**src/rtl/i2c_write_sequencer_pkg.sv**
```systemverilog
// Shared types and constants for the I2C write sequencer: FSM encoding, table record layout
// and the master handshake levels.
package i2c_write_sequencer_pkg;

  typedef enum logic [2:0] {
    StIdle,
    StLoad,
    StReq,
    StWait,
    StCheck,
    StGap,
    StFinish
  } seq_state_e;

  // Bit of i2c_status that flags a NACK from the slave.
  localparam int unsigned NackBit = 0;

  // i2c_idle levels driven by the byte-level master.
  localparam logic I2cBusy = 1'b0;
  localparam logic I2cIdle = 1'b1;

  typedef struct packed {
    logic [7:0] addr;
    logic [7:0] regb;
    logic [7:0] data;
  } seq_entry_t;

endpackage

```
**src/rtl/i2c_write_sequencer_if.sv**
```systemverilog
// Bundles the host configuration/control signals and the I2C master handshake.
// The slave modport is the sequencer's view; master is the host/I2C side.
interface i2c_write_sequencer_if #(
  parameter int unsigned IDX_W = 3
);
  logic             cfg_we;
  logic [IDX_W-1:0] cfg_index;
  logic [7:0]       cfg_addr;
  logic [7:0]       cfg_reg;
  logic [7:0]       cfg_data;
  logic [IDX_W:0]   cfg_count;
  logic             cfg_repeat;
  logic             start;
  logic             abort;
  logic             busy;
  logic             done;
  logic             error;
  logic [IDX_W-1:0] cur_index;
  logic [7:0]       last_status;
  logic [7:0]       slave_address;
  logic [7:0]       slave_register;
  logic [7:0]       slave_data;
  logic             enable_send;
  logic             i2c_idle;
  logic [7:0]       i2c_status;

  modport slave (
    input  cfg_we, cfg_index, cfg_addr, cfg_reg, cfg_data, cfg_count, cfg_repeat,
    input  start, abort, i2c_idle, i2c_status,
    output busy, done, error, cur_index, last_status,
    output slave_address, slave_register, slave_data, enable_send
  );

  modport master (
    output cfg_we, cfg_index, cfg_addr, cfg_reg, cfg_data, cfg_count, cfg_repeat,
    output start, abort, i2c_idle, i2c_status,
    input  busy, done, error, cur_index, last_status,
    input  slave_address, slave_register, slave_data, enable_send
  );

endinterface

```
**src/rtl/i2c_seq_table.sv**
```systemverilog
// Write-record register file: one synchronous write port, one asynchronous read port.
// Contents are deliberately not reset.
module i2c_seq_table
  import i2c_write_sequencer_pkg::*;
#(
  parameter int unsigned NumEntries = 8,
  parameter int unsigned IdxW       = 3
) (
  input  logic            clk_i,
  input  logic            we_i,
  input  logic [IdxW-1:0] waddr_i,
  input  seq_entry_t      wdata_i,
  input  logic [IdxW-1:0] raddr_i,
  output seq_entry_t      rdata_o
);

  seq_entry_t mem_q [NumEntries];

  always_ff @(posedge clk_i) begin
    if (we_i) begin
      mem_q[waddr_i] <= wdata_i;
    end
  end

  assign rdata_o = mem_q[raddr_i];

endmodule

```
**src/rtl/i2c_write_sequencer.sv**
```systemverilog
// Replays a table of (address, register, data) write records through the byte-level I2C
// master via the enable_send / i2c_idle handshake, with gap, repeat, abort and timeout.
module i2c_write_sequencer
  import i2c_write_sequencer_pkg::*;
#(
  parameter int unsigned NUM_ENTRIES    = 8,
  parameter int unsigned IDX_W          = 3,
  parameter int unsigned GAP_CYCLES     = 1000,
  parameter int unsigned TIMEOUT_CYCLES = 5000000,
  parameter bit          STOP_ON_NACK   = 1'b1
) (
  input logic                  clock,
  input logic                  reset,
  i2c_write_sequencer_if.slave bus
);

  seq_state_e       state_q, state_d;
  logic [IDX_W-1:0] idx_q, idx_d;
  logic [IDX_W:0]   count_q, count_d;
  logic             rpt_q, rpt_d;
  logic             abort_q, abort_d;
  logic             error_q, error_d;
  logic [7:0]       status_q, status_d;
  seq_entry_t       entry_q, entry_d;
  logic [31:0]      cnt_q, cnt_d;
  logic             zdone_q, zdone_d;

  seq_entry_t wr_entry, rd_entry;
  logic       abort_any, is_last, nack;

  assign wr_entry = {bus.cfg_addr, bus.cfg_reg, bus.cfg_data};

  i2c_seq_table #(
    .NumEntries(NUM_ENTRIES),
    .IdxW      (IDX_W)
  ) u_table (
    .clk_i  (clock),
    .we_i   (bus.cfg_we && (state_q == StIdle)),
    .waddr_i(bus.cfg_index),
    .wdata_i(wr_entry),
    .raddr_i(idx_q),
    .rdata_o(rd_entry)
  );

  assign abort_any = abort_q | bus.abort;
  assign is_last   = ({1'b0, idx_q} == (count_q - (IDX_W + 1)'(1)));
  assign nack      = bus.i2c_status[NackBit];

  always_comb begin
    state_d  = state_q;
    idx_d    = idx_q;
    count_d  = count_q;
    rpt_d    = rpt_q;
    abort_d  = abort_q;
    error_d  = error_q;
    status_d = status_q;
    entry_d  = entry_q;
    cnt_d    = cnt_q;
    zdone_d  = 1'b0;

    if ((state_q != StIdle) && bus.abort) begin
      abort_d = 1'b1;
    end

    case (state_q)
      StIdle: begin
        // Start has priority over a coincident abort, which is meaningless here.
        abort_d = 1'b0;
        if (bus.start) begin
          error_d = 1'b0;
          if (bus.cfg_count == '0) begin
            zdone_d = 1'b1;
          end else begin
            status_d = '0;
            idx_d    = '0;
            count_d  = bus.cfg_count;
            rpt_d    = bus.cfg_repeat;
            state_d  = StLoad;
          end
        end
      end
      StLoad: begin
        if (abort_any) begin
          state_d = StFinish;
        end else begin
          entry_d = rd_entry;
          cnt_d   = '0;
          state_d = StReq;
        end
      end
      StReq: begin
        if (bus.i2c_idle == I2cBusy) begin
          cnt_d   = '0;
          state_d = StWait;
        end else if (cnt_q == TIMEOUT_CYCLES - 1) begin
          error_d = 1'b1;
          state_d = StFinish;
        end else begin
          cnt_d = cnt_q + 32'd1;
        end
      end
      StWait: begin
        if (bus.i2c_idle == I2cIdle) begin
          state_d = StCheck;
        end else if (cnt_q == TIMEOUT_CYCLES - 1) begin
          error_d = 1'b1;
          state_d = StFinish;
        end else begin
          cnt_d = cnt_q + 32'd1;
        end
      end
      StCheck: begin
        status_d = bus.i2c_status;
        if (nack) begin
          error_d = 1'b1;
        end
        if (nack && STOP_ON_NACK) begin
          state_d = StFinish;
        end else if ((is_last && !rpt_q) || abort_any) begin
          state_d = StFinish;
        end else begin
          idx_d   = is_last ? '0 : idx_q + IDX_W'(1);
          cnt_d   = '0;
          state_d = StGap;
        end
      end
      StGap: begin
        if (abort_any) begin
          state_d = StFinish;
        end else if (cnt_q == GAP_CYCLES - 1) begin
          state_d = StLoad;
        end else begin
          cnt_d = cnt_q + 32'd1;
        end
      end
      StFinish: begin
        abort_d = 1'b0;
        state_d = StIdle;
      end
      default: state_d = StIdle;
    endcase
  end

  always_ff @(posedge clock or posedge reset) begin
    if (reset) begin
      state_q  <= StIdle;
      idx_q    <= '0;
      count_q  <= '0;
      rpt_q    <= 1'b0;
      abort_q  <= 1'b0;
      error_q  <= 1'b0;
      status_q <= '0;
      entry_q  <= '0;
      cnt_q    <= '0;
      zdone_q  <= 1'b0;
    end else begin
      state_q  <= state_d;
      idx_q    <= idx_d;
      count_q  <= count_d;
      rpt_q    <= rpt_d;
      abort_q  <= abort_d;
      error_q  <= error_d;
      status_q <= status_d;
      entry_q  <= entry_d;
      cnt_q    <= cnt_d;
      zdone_q  <= zdone_d;
    end
  end

  assign bus.busy           = (state_q != StIdle);
  assign bus.done           = (state_q == StFinish) | zdone_q;
  assign bus.error          = error_q;
  assign bus.cur_index      = idx_q;
  assign bus.last_status    = status_q;
  assign bus.slave_address  = entry_q.addr;
  assign bus.slave_register = entry_q.regb;
  assign bus.slave_data     = entry_q.data;
  assign bus.enable_send    = (state_q == StReq);

endmodule

```
**src/flat_wrapper.sv**
```systemverilog
// flat-port wrapper written by rule: the top's interface ports become plain ports
module i2c_write_sequencer_flat import i2c_write_sequencer_pkg::*;
#(
  parameter int unsigned NUM_ENTRIES    = 8,
  parameter int unsigned IDX_W          = 3,
  parameter int unsigned GAP_CYCLES     = 1000,
  parameter int unsigned TIMEOUT_CYCLES = 5000000,
  parameter bit          STOP_ON_NACK   = 1'b1
)
  (clock, reset, bus_cfg_we, bus_cfg_index, bus_cfg_addr, bus_cfg_reg, bus_cfg_data, bus_cfg_count, bus_cfg_repeat, bus_start, bus_abort, bus_i2c_idle, bus_i2c_status, bus_busy, bus_done, bus_error, bus_cur_index, bus_last_status, bus_slave_address, bus_slave_register, bus_slave_data, bus_enable_send);
  i2c_write_sequencer_if #(.IDX_W(IDX_W)) bus_i ();
  input logic clock;
  input logic reset;
  input wire logic [$bits(bus_i.cfg_we)-1:0] bus_cfg_we;
  input wire logic [$bits(bus_i.cfg_index)-1:0] bus_cfg_index;
  input wire logic [$bits(bus_i.cfg_addr)-1:0] bus_cfg_addr;
  input wire logic [$bits(bus_i.cfg_reg)-1:0] bus_cfg_reg;
  input wire logic [$bits(bus_i.cfg_data)-1:0] bus_cfg_data;
  input wire logic [$bits(bus_i.cfg_count)-1:0] bus_cfg_count;
  input wire logic [$bits(bus_i.cfg_repeat)-1:0] bus_cfg_repeat;
  input wire logic [$bits(bus_i.start)-1:0] bus_start;
  input wire logic [$bits(bus_i.abort)-1:0] bus_abort;
  input wire logic [$bits(bus_i.i2c_idle)-1:0] bus_i2c_idle;
  input wire logic [$bits(bus_i.i2c_status)-1:0] bus_i2c_status;
  output wire logic [$bits(bus_i.busy)-1:0] bus_busy;
  output wire logic [$bits(bus_i.done)-1:0] bus_done;
  output wire logic [$bits(bus_i.error)-1:0] bus_error;
  output wire logic [$bits(bus_i.cur_index)-1:0] bus_cur_index;
  output wire logic [$bits(bus_i.last_status)-1:0] bus_last_status;
  output wire logic [$bits(bus_i.slave_address)-1:0] bus_slave_address;
  output wire logic [$bits(bus_i.slave_register)-1:0] bus_slave_register;
  output wire logic [$bits(bus_i.slave_data)-1:0] bus_slave_data;
  output wire logic [$bits(bus_i.enable_send)-1:0] bus_enable_send;
  assign bus_i.cfg_we = bus_cfg_we;
  assign bus_i.cfg_index = bus_cfg_index;
  assign bus_i.cfg_addr = bus_cfg_addr;
  assign bus_i.cfg_reg = bus_cfg_reg;
  assign bus_i.cfg_data = bus_cfg_data;
  assign bus_i.cfg_count = bus_cfg_count;
  assign bus_i.cfg_repeat = bus_cfg_repeat;
  assign bus_i.start = bus_start;
  assign bus_i.abort = bus_abort;
  assign bus_i.i2c_idle = bus_i2c_idle;
  assign bus_i.i2c_status = bus_i2c_status;
  assign bus_busy = bus_i.busy;
  assign bus_done = bus_i.done;
  assign bus_error = bus_i.error;
  assign bus_cur_index = bus_i.cur_index;
  assign bus_last_status = bus_i.last_status;
  assign bus_slave_address = bus_i.slave_address;
  assign bus_slave_register = bus_i.slave_register;
  assign bus_slave_data = bus_i.slave_data;
  assign bus_enable_send = bus_i.enable_send;
  i2c_write_sequencer #(.NUM_ENTRIES(NUM_ENTRIES), .IDX_W(IDX_W), .GAP_CYCLES(GAP_CYCLES), .TIMEOUT_CYCLES(TIMEOUT_CYCLES), .STOP_ON_NACK(STOP_ON_NACK)) u_core (.clock(clock), .reset(reset), .bus(bus_i));
endmodule
```
**config.mk**
```make
export PLATFORM = sky130hd
export DESIGN_NAME = i2c_write_sequencer_flat
export DESIGN_NICKNAME = d
export VERILOG_FILES = /design/src/rtl/i2c_write_sequencer_pkg.sv /design/src/rtl/i2c_write_sequencer_if.sv /design/src/rtl/i2c_seq_table.sv /design/src/rtl/i2c_write_sequencer.sv /design/src/flat_wrapper.sv
export SDC_FILE = /design/constraint.sdc
export NUM_CORES = 1
export LEC_CHECK = 0
export BUFFER_PORTS_ARGS = -buffer_cell sky130_fd_sc_hd__buf_4
export CAP_MARGIN = 10
export CORE_MARGIN = 2
export CORE_UTILIZATION = 60
export DETAILED_ROUTE_END_ITERATION = 8
export PLACE_DENSITY_LB_ADDON = 0.08
export SLEW_MARGIN = 25
export SYNTH_ARGS = -nofsm -noshare
export SYNTH_HDL_FRONTEND = slang
export SYNTH_SLANG_ARGS = --single-unit
```
**constraint.sdc**
```tcl
create_clock -name clock -period 3.9 [get_ports clock]
set_clock_uncertainty 0.1 [all_clocks]
set_input_delay 0.39 -clock clock [delete_from_list [all_inputs] [get_ports clock]]
set_output_delay 0.39 -clock clock [all_outputs]
set_load 0.005 [all_outputs]
```
==> impl_metrics.json <==
{
  "worst-r2r-cell-count": 5,
  "grt.met2_usage_pct": 42.6,
  "result_of_the_run": "completed",
  "initial_utilization_pct": 61.7,
  "diodes": 0,
  "seq_power_share_pct": 44.8,
  "post_dp_hpwl_mm": 14.3,
  "final.min_clock_period_ps": 2760,
  "worst_ep_arrival_time_ps": 3030,
  "cts_tree": "done",
  "tightest_pin_transition_ps": 1010,
  "grt.total_usage_pct": 25.2,
  "final_cell_area_um2": 13300,
  "synth.top_cells.by_area": "sky130_fd_sc_hd__edfxtp_1 (51%), sky130_fd_sc_hd__dfrtp_1 (17%), sky130_fd_sc_hd__mux4_2 (9.7%), sky130_fd_sc_hd__o21ai_0 (2.8%), sky130_fd_sc_hd__mux2i_1 (2.2%)",
  "largest_net_degree_at_the_start_of_global_routing": 57,
  "postCtsSetupBuffers": 0,
  "die-width_um": 141,
  "synth_seq_cells": 270,
  "clkSlewWorstSetupHoldPaths_ps": 60,
  "power.share.combinational_pct": 23.3,
  "yosys_warnings": 0,
  "crit_path_max_fanout": 18,
  "vdd_ir_drop_max_uv": 480,
  "seq_area_um2": 7720,
  "flow.area_growth_from_synthesis_pct": 19.1,
  "cts_inserted_buffers": 28,
  "die_h_um": 141,
  "share_of_the_synthesized_area_in_the_top_cell_type_pct": 51.5,
  "detail_route.iter0.violations": 501,
  "clock_power_share_pct": 32.0,
  "clock_sink_count": 270,
  "switching_share_pct": 28.5,
  "grt_first_pass_wirelength_mm": 38.5,
  "core_region_area_um2": 18100,
  "post-route-drc-count": 0,
  "insertion_delay_ps": 540,
  "num_vias": 6789,
  "floorplan.rows": 49,
  "clock_tree.root_cell": "sky130_fd_sc_hd__clkbuf_16",
  "final_common_cell": "sky130_fd_sc_hd__edfxtp_1",
  "syn_inst": 716,
  "finish.net_count": 894,
  "final_min_period_over_clock_period_pct": 70.7,
  "via_per_inst": 6.19,
  "crit_required_ps": 4180,
  "whs_path_depth": 2,
  "avgRoutedWirePerCell_um": 22.0,
  "synth_enable_flop_cells": 192,
  "die_outline_area_um2": 19800,
  "class_of_the_tightest_hold_or_removal_check": "primary input to flop",
  "globalRouteMet1Util_pct": 34.6,
  "postRouteAntennaNets": 0,
  "drtPass1Iterations": 5,
  "worst_setup_path_start_kind": "flop",
  "setup_tns_ps": 0,
  "crit_path_end_kind": "flop",
  "cpMaxStageDelayCell": "sky130_fd_sc_hd__nor2_1",
  "p_int_mw": 5.80,
  "most_used_flip_flop_cell_after_synthesis": "sky130_fd_sc_hd__edfxtp_1",
  "place_area_um2": 12100,
  "synth_async_sr_flop_share_pct": 28.9,
  "hold_violations": 0,
  "grt_pass1_vias": 7112,
  "crit_path_cell_chain": "nand2b_1 > nor2_1 > a21oi_1 > a41oi_1 > a21oi_1",
  "mean_syn_cell_area_um2": 15.6,
  "cell_pwr_density_nw_per_um2": 608,
  "timing.slew.headroom_pct": 32.7,
  "overflow": 0,
  "synth.cell_area_um2": 11200,
  "switchingPower_mw": 2.31,
  "grt_setup_unrepaired": "false",
  "io_buffer_count": 84,
  "p_leak_nw": 4.98,
  "num-fill-cells": 1118,
  "synth_nets": 765,
  "final-setup-viol-count": 0,
  "synthDistinctLibCells": 63,
  "synth_sequential_area_ratio_pct": 68.9,
  "grt_use_met3_pct": 3.97,
  "setup.worst_path.class": "flop to flop",
  "cp_slowest_stage_delay_ps": 780,
  "share_of_cells_above_drive_strength_1_pct": 25.3,
  "highest_clock_rate_mhz": 363,
  "final-max-slew-violation-count": 0,
  "globalplace.congestion": 0.869,
  "layer_carrying_the_most_global_route_usage": "met2",
  "multi_input_area_um2": 3270,
  "layout.cells.most_common_list": "sky130_fd_sc_hd__edfxtp_1 (192), sky130_fd_sc_hd__buf_4 (100), sky130_fd_sc_hd__dfrtp_1 (76), sky130_fd_sc_hd__o21ai_0 (62), sky130_fd_sc_hd__mux4_2 (48)",
  "pin_count": 85,
  "routed_wirelength_mm": 24.2,
  "max-cap-violations": 0,
  "cts_buffer_depth": 3,
  "library_cell_occupying_the_most_area_in_the_post_synthesis_netlist": "sky130_fd_sc_hd__edfxtp_1",
  "cts.htree.levels": 1,
  "initial_antenna_violation_count": 0,
  "timing.critical_path.mode_cell": "sky130_fd_sc_hd__a21oi_1"
}
==> worst paths after layout <==
kind	start	to	slack, ps
setup / recovery	u_core.state_q[1]	u_core.cnt_q[3]	1140
hold / removal	bus_cfg_count[3]	u_core.count_q[3]	10
setup reg to reg	u_core.state_q[1]	u_core.cnt_q[3]	1140
hold reg to reg	u_core.bus.slave_data[3]	u_core.bus.slave_data[3]	380
max in group asynchronous	reset	u_core.bus.slave_address[5]	2450
min in group asynchronous	reset	u_core.bus.last_status[0]	420
==> synthesized netlist by cell type, drive strengths merged (2+ instances only) <==
library cell and instances:
dfrtp 78, and4 4, clkbuf 11, nor2 35, o22ai 2, a31oi 11
nor2b 2, o31ai 16, nand3 18, o21ai 65, a21o 2, nand4 7
mux2 3, a21boi 4, edfxtp 192, a22o 9, nand2 47, o2111ai 2
a21oi 24, a221oi 2, nor3 14, and3 7, o211ai 4, xor2 4
or2 2, inv 9, nor4 7, nand3b 3, buf 26, mux2i 25
nand2b 12, mux4 48, ha 3, and2 8
==> final cells by class <==
cell class / instances / share of cell area, %
tap: 229 / 2.15
inverter: 9 / 0.272
timing repair buffer: 136 / 8.33
sequential: 270 / 57.9
clock inverter: 15 / 1.03
clock buffer: 37 / 5.81
multi-input combinational: 400 / 24.5
==> state kept, by name, summed over array words and instances, names as in the netlist <==
| signal | cells |
|---|---|
| u_core.abort_q | 1 |
| u_core.bus.cur_index | 3 |
| u_core.bus.error | 1 |
| u_core.bus.last_status | 8 |
| u_core.bus.slave_address | 8 |
| u_core.bus.slave_data | 8 |
| u_core.bus.slave_register | 8 |
| u_core.cnt_q | 32 |
| u_core.count_q | 4 |
| u_core.rpt_q | 1 |
| u_core.state_q | 3 |
| u_core.u_table.mem_q | 192 |
| u_core.zdone_q | 1 |
==> stage by stage <==
stage	instances	utilization [%]	setup slack, ps	hold slack (ps)	total power [mW]
after floorplan	716	-	484	349	4.92
after global placement	1008	66.5	1230	367	5.46
after CTS	1096	73.5	1140	1.17	8.16
after detailed placement	1008	66.5	1190	372	5.53
final	1096	73.5	1140	12.1	8.11
after global routing	1096	73.5	955	2.71	8.50
==> per-layer routing <==
| layer | vias up | share of wire, % |
|---|---|---|
| met5 | - | 0 |
| met4 | 0 | 2.2 |
| met3 | 48 | 5.5 |
| met2 | 237 | 51 |
| met1 | 3440 | 41 |
| li1 | 3064 | - |
==> power groups by stage <==
| stage | combinational [mW] | clock, mW | sequential [mW] |
|---|---|---|---|
| 2_1_floorplan | 1.37 | 0 | 3.55 |
| 3_3_place_gp | 1.80 | 0 | 3.66 |
| 3_5_place_dp | 1.85 | 0 | 3.67 |
| 4_1_cts | 1.89 | 2.64 | 3.63 |
| 5_1_grt | 2.07 | 2.76 | 3.67 |
| 6_report | 1.89 | 2.59 | 3.63 |
==> critical path: cells and delay by family (launching register included) <==
family	cells	cell delay, ps
and+or+nand+nor	2	1030
AOI/OAI and AO/OA	3	930
DFF	1	550
==> logic make-up after synthesis <==
logic type | synth area share (%)
multiplexers | 12.2
adder cells (fa/ha/maj) | 0.335
buffers and inverters | 2.13
AND/OR/NAND/NOR | 7.61
flip-flops | 68.9
XOR/XNOR | 0.313
AO/OA/AOI/OAI | 8.52
==> repair_timing <==
action	4_1_cts	5_1_grt
hold endpoints to repair	206	0
gates resized for setup	0	0
hold buffers	36	0
No activity file was read; power rests on OpenSTA's default activity.
